--- src/rtl/riscp_pkg.sv ---
// Shared definitions for the interrupt context save/restore sequencer:
// FSM state encoding, ALU flag layout and stack word packing.
package riscp_pkg;

    localparam int FLAG_W = 3;
    localparam int FLAG_C = 2;
    localparam int FLAG_N = 1;
    localparam int FLAG_Z = 0;

    typedef enum logic [3:0] {
        IDLE     = 4'd0,
        DRAIN    = 4'd1,
        PUSH_PCH = 4'd2,
        PUSH_PCL = 4'd3,
        PUSH_FLG = 4'd4,
        LOAD_VEC = 4'd5,
        POP_FLG  = 4'd6,
        POP_PCL  = 4'd7,
        POP_PCH  = 4'd8,
        RTI_LOAD = 4'd9
    } ictl_state_t;

    // Flags occupy the low bits of a 16-bit stack word.
    function automatic logic [15:0] flag_word(input logic [FLAG_W-1:0] f);
        return {{(16-FLAG_W){1'b0}}, f};
    endfunction

endpackage

--- src/rtl/interrupt_flag_ctrl.sv ---
// Saves return PC and {C,N,Z} flags on the data stack on interrupt entry and
// restores them on RTI, steering fetch and the ALU flag register meanwhile.
module interrupt_flag_ctrl
    import riscp_pkg::*;
#(
    parameter int          PC_W         = 32,
    parameter logic [31:0] INT_VECTOR   = 32'h0000_0020,
    parameter int          DRAIN_CYCLES = 3
) (
    input  logic              clk,
    input  logic              rst_n,
    input  logic              int_req,
    input  logic              rti_decoded,
    input  logic [PC_W-1:0]   pc_in,
    input  logic [2:0]        flag_register,
    input  logic [15:0]       mem_rdata,
    output logic              mem_req,
    output logic              mem_we,
    output logic [15:0]       mem_wdata,
    output logic              stall,
    output logic              flush,
    output logic              pc_load,
    output logic [PC_W-1:0]   pc_load_value,
    output logic              flag_regsel,
    output logic [2:0]        conditions_from_memory_pop,
    output logic              int_ack,
    output logic              busy
);

    ictl_state_t        state_reg;
    ictl_state_t        state_next;
    logic               pending_reg;
    logic [2:0]         drain_cnt_reg;
    logic [PC_W-1:0]    ret_pc_reg;
    logic [FLAG_W-1:0]  saved_flags_reg;
    logic [15:0]        lo_reg;
    logic [15:0]        pc_hi_word;
    logic               take_int;
    logic               drain_last;

    // RTI has priority over a pending interrupt in IDLE.
    assign take_int   = (state_reg == IDLE) && !rti_decoded && pending_reg;
    assign drain_last = (state_reg == DRAIN) &&
                        (drain_cnt_reg == 3'(DRAIN_CYCLES - 1));

    // Upper PC bits zero-extended into a full stack word.
    genvar gi;
    generate
        for (gi = 0; gi < 16; gi++) begin : g_pch
            if (gi < PC_W - 16) begin : g_bit
                assign pc_hi_word[gi] = ret_pc_reg[16 + gi];
            end else begin : g_zero
                assign pc_hi_word[gi] = 1'b0;
            end
        end
    endgenerate

    always_comb begin
        state_next = state_reg;
        unique case (state_reg)
            IDLE: begin
                if (rti_decoded) begin
                    state_next = POP_FLG;
                end else if (pending_reg) begin
                    state_next = DRAIN;
                end
            end
            DRAIN:    if (drain_last) state_next = PUSH_PCH;
            PUSH_PCH: state_next = PUSH_PCL;
            PUSH_PCL: state_next = PUSH_FLG;
            PUSH_FLG: state_next = LOAD_VEC;
            LOAD_VEC: state_next = IDLE;
            POP_FLG:  state_next = POP_PCL;
            POP_PCL:  state_next = POP_PCH;
            POP_PCH:  state_next = RTI_LOAD;
            RTI_LOAD: state_next = IDLE;
            default:  state_next = IDLE;
        endcase
    end

    always_ff @(posedge clk or negedge rst_n) begin
        if (!rst_n) begin
            state_reg       <= IDLE;
            pending_reg     <= 1'b0;
            drain_cnt_reg   <= '0;
            ret_pc_reg      <= '0;
            saved_flags_reg <= '0;
            lo_reg          <= '0;
        end else begin
            state_reg <= state_next;
            // A new request in the same cycle as entry keeps the latch set.
            pending_reg <= int_req | (pending_reg & ~take_int);
            if (take_int) begin
                ret_pc_reg    <= pc_in;
                drain_cnt_reg <= '0;
            end else if (state_reg == DRAIN) begin
                drain_cnt_reg <= drain_cnt_reg + 3'd1;
            end
            if (drain_last) begin
                saved_flags_reg <= flag_register;
            end
            if (state_reg == POP_PCH) begin
                lo_reg <= mem_rdata;
            end
        end
    end

    always_comb begin
        mem_req                    = 1'b0;
        mem_we                     = 1'b0;
        mem_wdata                  = '0;
        pc_load                    = 1'b0;
        pc_load_value              = '0;
        flag_regsel                = 1'b0;
        conditions_from_memory_pop = '0;
        int_ack                    = 1'b0;
        stall                      = (state_reg != IDLE);
        busy                       = (state_reg != IDLE);
        flush                      = (state_reg == IDLE) && pending_reg;
        unique case (state_reg)
            PUSH_PCH: begin
                mem_req   = 1'b1;
                mem_we    = 1'b1;
                mem_wdata = pc_hi_word;
            end
            PUSH_PCL: begin
                mem_req   = 1'b1;
                mem_we    = 1'b1;
                mem_wdata = ret_pc_reg[15:0];
            end
            PUSH_FLG: begin
                mem_req   = 1'b1;
                mem_we    = 1'b1;
                mem_wdata = flag_word(saved_flags_reg);
            end
            LOAD_VEC: begin
                pc_load       = 1'b1;
                pc_load_value = INT_VECTOR[PC_W-1:0];
                int_ack       = 1'b1;
            end
            POP_FLG: mem_req = 1'b1;
            POP_PCL: begin
                // Flags popped by POP_FLG are on the bus now.
                mem_req                    = 1'b1;
                flag_regsel                = 1'b1;
                conditions_from_memory_pop = mem_rdata[FLAG_W-1:0];
            end
            POP_PCH: mem_req = 1'b1;
            RTI_LOAD: begin
                pc_load       = 1'b1;
                pc_load_value = {mem_rdata[PC_W-17:0], lo_reg};
            end
            default: ;
        endcase
    end

endmodule

--- config.mk ---
export PLATFORM = sky130hd
export DESIGN_NAME = interrupt_flag_ctrl
export DESIGN_NICKNAME = d
export VERILOG_FILES = /design/src/rtl/riscp_pkg.sv /design/src/rtl/interrupt_flag_ctrl.sv
export SDC_FILE = /design/constraint.sdc
export NUM_CORES = 1
export LEC_CHECK = 0
export CAP_MARGIN = 20
export CORE_MARGIN = 4
export CORE_UTILIZATION = 40
export DETAILED_ROUTE_END_ITERATION = 12
export GPL_ROUTABILITY_DRIVEN = 0
export PLACE_DENSITY = 0.77
export SYNTH_ARGS = -nofsm -noshare
export SYNTH_HDL_FRONTEND = slang
export SYNTH_SLANG_ARGS = --single-unit
--- constraint.sdc ---
create_clock -name clk -period 1.6 [get_ports clk]
set_input_delay 0.16 -clock clk [delete_from_list [all_inputs] [get_ports clk]]
set_output_delay 0.16 -clock clk [all_outputs]
set_load 0.05 [all_outputs]
==> flow_summary.ini <==
[setup_path]
crit_slowest_cell = dfrtp_2
cp_data_arrival_time_ns = 1.85
worst-r2r-cell-count = 6
crit_required_ns = 1.44
criticalPathCategory = register to primary output
cp-start-kind = register
slowest_delay_ns = 0.44
cp_num_buf_inv = 4
path_delay_family = buffers and inverters
path_depth = 6
cp_cell_sequence = buf_4, nor4bb_4, buf_4, buf_12, a22o_2, buf_12
crit_fanout = 8
cp-end-kind = primary output

[clock_network]
clock-sinks = 59
worstSkewPairLatency_ns = 0.34
clk_pin_slew_ns = 0.07
cts_tree = yes
numCtsBuffers = 9
clk_root_buffer_cell = clkbuf_8
clockBufferDepth = 2
h-tree-depth = 3

[power_and_ir_drop]
leakage_nw = 2.69
power.density_nw_per_um2 = 1880
p_int_mw = 7.04
comb_power_share_pct = 61.0
p_sw_share_pct = 38.0
p_sw_mw = 4.31
clockPowerShare_pct = 14.0
pwr-share-seq_pct = 25.1
p_total_mw = 11.3
ir_drop_v = 0.00108

[timing]
setup_ws_ns = -0.413
fin_crit_sh_pct = 126
fin_skew_ns = 0.00956
worstMarginPinSlew_ns = 0.479
maxSlewHeadroom_pct = 68.0
fin_crit_ns = 2.01
setup_viol = 115
timing.fmax_mhz = 497
finalHoldViolCount = 0
drv_slew = 0
rsz0062_at_grt = yes
whs_ns = 0.139
fin_setup_tns_ns = -30.17

[synthesis]
syn_area_per_cell_um2 = 13.0
async_reset_ff_share_pct = 100
synthTopCellsByCount = dfrtp_1, and2_1, mux2_4
yosysSeqAreaShare_pct = 48.5
synth-seq-cells = 59
syn_inst = 235
ys_warn_count = 0
synth.most_common_cell = dfrtp_1
yosysTopAreaCell = dfrtp_1
synth_area_um2 = 3040
synth_cell_types = 40
synth_ff_type = dfrtp_1
synth.top_cell.area_share_pct = 48.5
synth_area_leaders = dfrtp_1, mux2_4, mux2_2
syn_nets = 292
synth_edf_count = 0

[floorplan]
core_area_um2 = 7330
die_area_um2 = 9070
pin_count = 114
start_util_pct = 41.5
die_x_um = 95.2
rows = 31
die_h_um = 95.2

[cells_and_area]
final_util_pct = 82.3
drive_gt1_share_pct = 66.6
final_area_um2 = 6030
multi_input_area_um2 = 1790
final-seq-area_um2 = 1480
fin_nets = 456
fin_cells = 503
largest_reg_flops = 32
n_fill_cell = 344
area_delta_synth_final_pct = 98.2
antennaDiodeCount = 0

[status]
status = complete, but fails checks
violations = negative setup slack

[placed_design]
placed_area_um2 = 5100
port_buffers = 113
dp_hpwl_um = 5950
dp.cells = 453
dpl_worst_slack_ns = -0.0513

[drt]
first_pass_iters = 4
wl_per_cell_um = 22.6
wl_um = 11400
drt-initial-drc-count = 121
via_per_inst = 5.09
drcViolationCount = 0
ant_nets = 0
num_vias = 2558

[global_routing]
overflow = 0
grt.total_usage_pct = 19.3
grt_max_degree = 37
grt_pass1_vias = 2535
grt_pass1_wl_um = 13300
antenna_found_initial = 0

[flow_run]
max-cap-violations = 0

[hold_path]
min_path_type = primary input to asynchronous set/reset pin
[path summary, 6_finish.rpt]
path	slack (ns)	end	startpoint
worst max register to register	-0.31	ret_pc_reg[24]	state_reg[3]
max in group asynchronous	0.78	state_reg[1]	rst_n
worst min register to register	0.50	lo_reg[15]	lo_reg[15]
worst min-delay path	0.14	lo_reg[4]	rst_n
worst max-delay path	-0.41	mem_wdata[4]	state_reg[0]
min in group clk	0.40	pending_reg	int_req
[logic make-up (layout without fill, tap and decap cells)]
| kind of cell | after synthesis | in the layout | share of synthesized area (%) |
|---|---|---|---|
| AO/OA/AOI/OAI | 27 | 27 | 6.95 |
| buffers and inverters | 21 | 190 | 4.85 |
| adder cells (fa/ha/maj) | 2 | 2 | 0.822 |
| AND/OR/NAND/NOR | 72 | 72 | 15.9 |
| XOR/XNOR | 2 | 2 | 0.576 |
| multiplexers | 52 | 52 | 22.4 |
| flip-flops | 59 | 59 | 48.5 |
[cell type report]
class / instances / area share [%]
flip-flops and latches: 59 / 24.5
clock buffers: 12 / 2.57
clock inverters: 4 / 1.20
repair buffers: 169 / 39.6
multi-input cells: 155 / 29.6
inverters: 5 / 0.352
well taps: 99 / 2.05
[placed cells by master, fill, tap and decap left out, drive strengths merged]
cell           netlist  layout
a21boi               1       1
and2                37      37
nor3                 1       1
nor4bb               1       1
a221oi               1       1
nor2b                1       1
nand2                9       9
a21oi                4       4
dlygate4sd3          0       1
nand2b               6       6
clkinv               0       1
o2111a               1       1
inv                  5       5
a21o                 1       1
clkbuf               4      18
bufinv               0       2
nand3                1       1
or2                  2       2
nor4                 1       1
xor2                 1       1
mux2                51      51
or3b                 1       1
nor4b                3       3
buf                 12     109
o221ai               1       1
ha                   2       2
clkdlybuf4s50        0      53
mux2i                1       1
o22ai                1       1
nor2                 6       6
nand3b               2       2
a22oi                3       3
clkinvlp             0       1
dfrtp               59      59
xnor2                1       1
a22o                13      13
or4b                 1       1
o21ai                1       1
[layer usage]
metal | vias to the layer above | track usage [%] | wire, um | part of all wire [%]
li1 | 1155 | - | - | -
met1 | 1312 | 22.6 | 4330 | 38
met2 | 75 | 35.3 | 6300 | 55
met3 | 16 | 2.37 | 460 | 4.0
met4 | 0 | 8.53 | 269 | 2.4
met5 | - | 0 | 0 | 0
[timing repair]
item / CTS / global route
pin swaps: 4 / 19
endpoints found under the setup margin: 88 / 114
endpoints found under the hold margin: 59 / 0
setup buffers: 8 / 18
hold buffers: 1 / 0
gates cloned: 0 / 9
gates resized for setup: 24 / 53
[power by group through the flow]
stage | clock network [mW] | logic (mW) | registers [mW]
global placement | 0 | 5.15 | 2.67
finish | 1.58 | 6.92 | 2.84
detailed placement | 0 | 5.25 | 2.73
CTS | 1.59 | 5.60 | 2.70
global route | 1.65 | 7.17 | 2.92
floorplan | 0 | 3.33 | 2.58
No activity file was read; power rests on OpenSTA's default activity.
